## src/rtl/chunked_adder_ctrl.sv

```systemverilog
// rtl/chunked_adder_ctrl.sv - WIDTH-bit add time-shared over one CHUNK-bit ripple adder.
// Define CHUNKED_ADDER_OVF_EN to add the o_overflow signed-overflow output.

module full_adder (
  input  logic i_a,
  input  logic i_b,
  input  logic i_cin,
  output logic o_sum,
  output logic o_cout
);
  assign o_sum  = i_a ^ i_b ^ i_cin;
  assign o_cout = (i_a & i_b) | (i_cin & (i_a ^ i_b));
endmodule

module chunked_adder_ctrl #(
  parameter int WIDTH = 32,
  parameter int CHUNK = 8
) (
  input  logic             i_clk,
  input  logic             i_rst,
  input  logic             i_valid,
  output logic             o_ready,
  input  logic             i_carry,
  input  logic [WIDTH-1:0] i_data0,
  input  logic [WIDTH-1:0] i_data1,
  output logic             o_valid,
  input  logic             i_ready,
  output logic [WIDTH-1:0] o_sum,
  output logic             o_carry
`ifdef CHUNKED_ADDER_OVF_EN
  ,
  output logic             o_overflow
`endif
);
  localparam int N  = WIDTH / CHUNK;
  localparam int KW = (N > 1) ? $clog2(N) : 1;
  localparam int OW = (WIDTH > 1) ? $clog2(WIDTH) : 1;
  localparam logic [KW-1:0] K_LAST = KW'(N - 1);

  if (CHUNK <= 0 || WIDTH <= 0 || (WIDTH % CHUNK) != 0) begin : g_bad_params
    $error("chunked_adder_ctrl: WIDTH must be a positive multiple of CHUNK");
  end

  typedef enum logic [1:0] {
    S_IDLE,
    S_RUN,
    S_DONE
  } state_t;

  state_t r_state;
  state_t w_next_state;
  logic   w_load;
  logic   w_step;

  logic [WIDTH-1:0] r_a;
  logic [WIDTH-1:0] r_b;
  logic             r_c;
  logic [KW-1:0]    r_k;
  logic [WIDTH-1:0] r_sum;
  logic             r_carry;

  logic [OW-1:0]    w_off;
  logic [CHUNK-1:0] w_a_chunk;
  logic [CHUNK-1:0] w_b_chunk;
  logic [CHUNK-1:0] w_sum_chunk;
  logic [CHUNK:0]   w_c;

  always_ff @(posedge i_clk) begin
    if (i_rst) begin
      r_state <= S_IDLE;
    end else begin
      r_state <= w_next_state;
    end
  end

  always_comb begin
    w_next_state = r_state;
    w_load       = 1'b0;
    w_step       = 1'b0;
    o_ready      = 1'b0;
    o_valid      = 1'b0;
    case (r_state)
      S_IDLE: begin
        o_ready = !i_rst;
        if (i_valid) begin
          w_load       = 1'b1;
          w_next_state = S_RUN;
        end
      end
      S_RUN: begin
        w_step = 1'b1;
        if (r_k == K_LAST) begin
          w_next_state = S_DONE;
        end
      end
      S_DONE: begin
        o_valid = 1'b1;
        if (i_ready) begin
          w_next_state = S_IDLE;
        end
      end
      default: w_next_state = S_IDLE;
    endcase
  end

  // The single shared adder: chunk k of each operand plus the running carry.
  assign w_off     = OW'(int'(r_k) * CHUNK);
  assign w_a_chunk = r_a[w_off +: CHUNK];
  assign w_b_chunk = r_b[w_off +: CHUNK];
  assign w_c[0]    = r_c;

  for (genvar i = 0; i < CHUNK; i++) begin : g_fa
    full_adder u_fa (
      .i_a   (w_a_chunk[i]),
      .i_b   (w_b_chunk[i]),
      .i_cin (w_c[i]),
      .o_sum (w_sum_chunk[i]),
      .o_cout(w_c[i+1])
    );
  end

  always_ff @(posedge i_clk) begin
    if (i_rst) begin
      r_a     <= '0;
      r_b     <= '0;
      r_c     <= 1'b0;
      r_k     <= '0;
      r_sum   <= '0;
      r_carry <= 1'b0;
    end else begin
      if (w_load) begin
        r_a <= i_data0;
        r_b <= i_data1;
        r_c <= i_carry;
        r_k <= '0;
      end
      if (w_step) begin
        r_sum[w_off +: CHUNK] <= w_sum_chunk;
        r_c                   <= w_c[CHUNK];
        if (r_k == K_LAST) begin
          r_carry <= w_c[CHUNK];
        end else begin
          r_k <= r_k + 1'b1;
        end
      end
    end
  end

  assign o_sum   = r_sum;
  assign o_carry = r_carry;

`ifdef CHUNKED_ADDER_OVF_EN
  logic r_ovf;

  // Sign bits of A, B and the sum all live in the last chunk.
  always_ff @(posedge i_clk) begin
    if (i_rst) begin
      r_ovf <= 1'b0;
    end else if (w_step && (r_k == K_LAST)) begin
      r_ovf <= (w_a_chunk[CHUNK-1] == w_b_chunk[CHUNK-1]) &&
               (w_sum_chunk[CHUNK-1] != w_a_chunk[CHUNK-1]);
    end
  end

  assign o_overflow = r_ovf;
`endif

endmodule

```

## config.mk

```make
export PLATFORM = sky130hd
export DESIGN_NAME = chunked_adder_ctrl
export DESIGN_NICKNAME = d
export VERILOG_FILES = /design/src/rtl/chunked_adder_ctrl.sv
export SDC_FILE = /design/constraint.sdc
export NUM_CORES = 1
export LEC_CHECK = 0
export CAP_MARGIN = 20
export CORE_MARGIN = 3
export CORE_UTILIZATION = 50
export CTS_CLUSTER_DIAMETER = 100
export CTS_CLUSTER_SIZE = 24
export DETAILED_ROUTE_END_ITERATION = 16
export MAX_ROUTING_LAYER = met4
export PLACE_DENSITY = 0.8
export SYNTH_ARGS = -nofsm -noshare
export SYNTH_HDL_FRONTEND = slang
export SYNTH_SLANG_ARGS = --single-unit
```

## constraint.sdc

```tcl
create_clock -name i_clk -period 5.7 [get_ports i_clk]
set_input_delay 1.71 -clock i_clk [delete_from_list [all_inputs] [get_ports i_clk]]
set_output_delay 1.71 -clock i_clk [all_outputs]
set_load 0.02 [all_outputs]
```

==> After elaboration in Yosys (flattened, before gate mapping) <==
Cells that the tools add are included.
{ "totals": {"regBits": 102, "in_bits": 69, "elab_cells": 79} }
{ "op_classes": {"add_sub_neg": 2, "n_eq_ne": 6, "shift": 4, "n_mux": 15, "bitwise": 40, "reduce_logical": 5} }
{ "op_table": {"columns": ["op", "count"], "rows": [
  ["$shiftx 32x6->8", 2],
  ["$bwmux 32", 1],
  ["$shift 8x7->32 const A", 1],
  ["$shiftx 8x7->32", 1],
  ["$and 1x1->1", 16],
  ["$xor 1x1->1", 16],
  ["$mux 2", 6],
  ["$or 1x1->1", 8],
  ["$mux 1", 7],
  ["$neg 5->7", 1],
  ["$ne 2x2->1 const B", 3],
  ["$pmux 2 s3", 1],
  ["$eq 2x2->1 const B", 2],
  ["$reduce_and 3->1", 1],
  ["$add 2x1->2 const B", 1],
  ["$eq 2x1->1 const B", 1],
  ["$logic_not 2->1", 1],
  ["$reduce_and 2->1", 1],
  ["$reduce_bool 2->1", 1],
  ["$logic_not 1->1", 1]
]} }

==> Depth between registers and ports, before layout <==
{ "logic_depth": {"ltp_word": 19, "depth_mapped": 14, "depth_no_buf": 13} }

==> By module <==
A second synthesis with hierarchy kept.
{ "hier_totals": {"hier_cells": 463, "hier_area_um2": 4384.2} }
{ "by_module_without_submodules": {"columns": ["module", "instances", "cells_per_inst", "area_each_um2", "seq_area_each_um2"], "rows": [
  ["chunked_adder_ctrl", 1, 455, 4224.1, 2042.0],
  ["full_adder", 8, 1, 20.0, 0.0]
]} }

==> Least setup slack after synthesis <==
No wires, ideal clock.
{ "synth_timing": {"path_kind": "input port to output port", "start": "input i_rst", "end": "output o_ready", "arrival_time_ns": 2.527, "path_slack_ns": 1.463, "stages": 3, "path_buffers": 2, "cell_sequence": "clkbuf_1 clkbuf_1 nor3_1"} }
{ "synth_via": {"elab_chain_len": 2} }
{ "synth_rtl": {"columns": ["element", "line_no", "text"], "rows": [
  ["start: declaration", "20", "input logic i_rst,"],
  ["$logic_not 1->1", "84", "o_ready = !i_rst;"],
  ["$mux 1", "82", "case (r_state)"],
  ["end: declaration", "22", "output logic o_ready,"]
]} }
Every way passes these cells.

==> Final worst setup path <==
{ "layout_timing": {"start": "register r_k[0]", "end": "register r_sum[7] (netlist: o_sum[7])"} }
{ "layout_via": {"elab_chain_len": 19, "word_cells_on_any_way": 43, "classes_between": "add/sub: 1; shift: 4; mux: 1; bitwise: 37"} }
{ "layout_rtl": {"columns": ["element", "line_no", "text"], "rows": [
  ["start: declaration", "58", "logic [KW-1:0] r_k;"],
  ["start signal: assignment", "143", "r_k <= r_k + 1'b1;"],
  ["$shiftx 32x6->8 (on tied branches)", "108, 109", null],
  ["$xor 1x1->1", "11, 12", null],
  ["$and 1x1->1", "12", "assign o_cout = (i_a & i_b) | (i_cin & (i_a ^ i_b));"],
  ["$or 1x1->1", "12", null],
  ["$and 1x1->1", "12", null],
  ["$or 1x1->1", "12", null],
  ["$and 1x1->1", "12", null],
  ["$or 1x1->1", "12", null],
  ["[3 not listed]", null, null],
  ["$or 1x1->1", "12", null],
  ["$and 1x1->1", "12", null],
  ["$or 1x1->1", "12", null],
  ["$and 1x1->1", "12", null],
  ["$or 1x1->1", "12", null],
  ["$xor 1x1->1", "11", "assign o_sum = i_a ^ i_b ^ i_cin;"],
  ["$shiftx 8x7->32", "138", "r_sum[w_off +: CHUNK] <= w_sum_chunk;"],
  ["$bwmux 32 *", "138", null],
  ["end signal: indexed assignment", "138", null],
  ["end: declaration", "59", "logic [WIDTH-1:0] r_sum;"]
]} }
Mark *: on every way between the ends. The rest lies on a longest branch, timed or not.
A chain may end at the register's enable or synchronous reset.

==> metrics <==
CP Launch Point=r_k[0]$_SDFF_PP0_; final setup vio count=0; class of the worst hold path=register to register; post-route minimum period=4.566 ns; status=completed; synth unique cells=30; crit-path max cell delay=0.73 ns; routed length per instance=15.70 µm; DIE AREA=9901 µm²; GRT Overall Usage=22.28%; Residual DRC=0; worst vdd ir=0.1420 mV; Leak Pwr=1.975 nW; crit end category=register; Reg clk slew, reported paths=0.09 ns; Hold Fails Final Rpt=0; Root Buffer=clkbuf_8; # Post-CTS Setup Buffers=0; DRT antenna net count=0; CTS resizes=0; Syn Area/Cell=9.242 µm²; first-pass GRT wire length=17110 µm; worst hold margin=0.4594 ns; Hold-fix buffers, CTS=0; Synth area leaders=dfxtp_1, nand2_1, mux4_2; slowest CP cell=dfxtp_1; CTS tree=done; Max-slew headroom=34.96%; post-synthesis mux area share=8.472%; initial antenna violation count=0; # rows=33; detailed-placement wirelength estimate=7646 µm; CP required=5.91 ns; clock buffer count from CTS=9; layout cells sized above 1=8.587%; critical path's most frequent cell=fa_1; worst path arrival time=4.78 ns; share of the synthesized area in the top cell type=46.71%; clock sinks=102; Setup TNS=0 ns; xor-xnor portion of the synthesized cell area=0%; Max Clk Rate=219.0 MHz; H-tree levels=3; Worst R2R Start=r_k[0]$_SDFF_PP0_; Max-Cap Viols=0; power density cells=248.6 nW/µm²; number of cells on the critical path=13; Via Count=3578; CP delay by family, top=adder cells; Syn Inst Count=473; grt total ovfl=0; RR Endpoint=o_sum[7]$_SDFFE_PP0P_; Chip Width=99.51 µm; RSZ-0062 raised after global routing=false; synthesized area=4372 µm²; Final GP Congestion=0.8441; clk buf depth=2; nets@finish=638; register bit count reported by yosys=102; final WL=10430 µm; Initial Utilization=52.42%; Core Region=8341 µm²; die height=99.51 µm; Setup CP Type=register to register; Syn. warnings=0; crit path to=o_sum[7]$_SDFFE_PP0P_; Top-Level Pins=104; post-synth net total=556; crit-path cells=mux4_2 -> inv_1 -> fa_1 -> fa_1 -> fa_1 -> fa_1 -> fa_1 -> fa_1 -> inv_1 -> fa_1 -> fa_1 -> inv_1 -> o32ai_1; post-synthesis compound-gate area fraction=14.25%; FF-to-FF setup slack=1.13 ns; DRT iter0 DRCs=202; Synth Area in Adders=5.381%; Layout area overhead=26.93%; worst reg2reg path depth=13; Slew Limit Fails=0; CP Buf/Inv Count=3; n_diodes=0; Final Cycle Share=80.11%; DR pass1 iterations=5; Seq/Total Area, Yosys=46.71%; crit-path max FO=10; cell taking the most area after synthesis=dfxtp_1; largest net degree at the start of global routing=107; via density per instance=5.389; main combinational cell family by area after synthesis=simple AND/OR/NAND/NOR gates; Port Buffers=103; Synth Area in Simple Gates=18.86%; Worst setup SP type=register; vias in the first global route=3504; worst-skew pair later-pin latency=0.36 ns; worst slew pin tran=0.9756 ns; final setup skew=0.01025 ns
-- worst min path at each step --
stage                         startpoint              endpoint  slack (ns)  cells past startpoint
global placement     r_a[1]$_SDFFE_PP0P_   r_a[1]$_SDFFE_PP0P_        0.44                      2
finish              r_b[27]$_SDFFE_PP0P_  r_b[27]$_SDFFE_PP0P_        0.46                      2
global route        r_a[20]$_SDFFE_PP0P_  r_a[20]$_SDFFE_PP0P_        0.48                      2
CTS                 r_b[27]$_SDFFE_PP0P_  r_b[27]$_SDFFE_PP0P_        0.46                      2
detailed placement  r_b[27]$_SDFFE_PP0P_  r_b[27]$_SDFFE_PP0P_        0.45                      2
floorplan           r_a[16]$_SDFFE_PP0P_  r_a[16]$_SDFFE_PP0P_        0.43                      2
-- flip-flops by register name (all words and copies together) (netlist names) --
register  cells
r_state       2
o_carry       1
r_b          32
o_sum        32
r_a          32
r_k           2
r_c           1
-- placed cells by master, fill, tap and decap left out, drive strengths merged, types with 3 or more instances in the layout --
master         count
a21oi             66
buf                6
clkbuf            11
clkdlybuf4s50    102
dfxtp            102
fa                 8
ha                 6
inv               26
mux4              16
nand2            130
nand2b             3
nand3b            28
nor2               3
o21ai              8
o31ai             17
o32ai              9
-- synthesized netlist by cell type (all sizes together) --
library cell	instances
nand2	130
dfxtp	102
a21oi	66
nand3b	28
inv	26
clkbuf	21
o31ai	17
buf	16
mux4	16
o32ai	9
fa	8
o21ai	8
ha	6
nand2b	3
nor2	3
nand3	2
or3b	2
a311oi	1
and3b	1
mux2i	1
nor2b	1
nor3	1
nor3b	1
nor4b	1
o21bai	1
or3	1
or4b	1
-- cell families after synthesis --
group / after synthesis
DFF: 102
buffers and inverters: 63
and+or+nand+nor: 175
muxes: 17
adders and majority gates: 14
AOI/OAI and AO/OA: 102
-- worst min-delay path, delay by kind of cell (launching register included) --
kind,cells,cell delay [ns]
AND/OR/NAND/NOR,1,0.05
flip-flops,1,0.32
AO/OA/AOI/OAI,1,0.05
-- final cells by class --
cell class,count,area (µm²)
clock buffer,11,131.4
clock inverter,4,25.02
inverter,26,97.59
fill,678,2791
timing repair buffer,108,1064
tap,105,131.4
multi-input combinational,308,2058
sequential,102,2042
-- layer usage --
| layer | vias to the layer above | wire [µm] | GRT usage, % |
|---|---|---|---|
| met2 | 130 | 5096 | 35.69 |
| met3 | 14 | 593 | 3.997 |
| met4 | 0 | 125 | 5.882 |
| li1 | 1766 | - | - |
| met1 | 1668 | 4611 | 29.36 |
| met5 | - | 0 | - |
-- through the flow --
step,instance area [µm²],cells,power [mW],util (%),worst slack (ns)
finish,5549,664,1.379,66.53,1.134
global route,5549,664,1.444,66.53,0.8949
CTS,5549,664,1.384,66.53,1.103
detailed placement,5393,649,1.007,64.66,1.120
global placement,5393,649,0.9992,64.66,1.294
floorplan,4372,473,0.9137,-,1.463
-- report_power, final --
group	switching, mW	leakage, nW	total [mW]	internal [mW]
registers	0.0235	0.833	0.769	0.745
logic	0.114	1.07	0.222	0.108
clock network	0.234	0.0752	0.389	0.155
(Power assumes the default switching activity.)
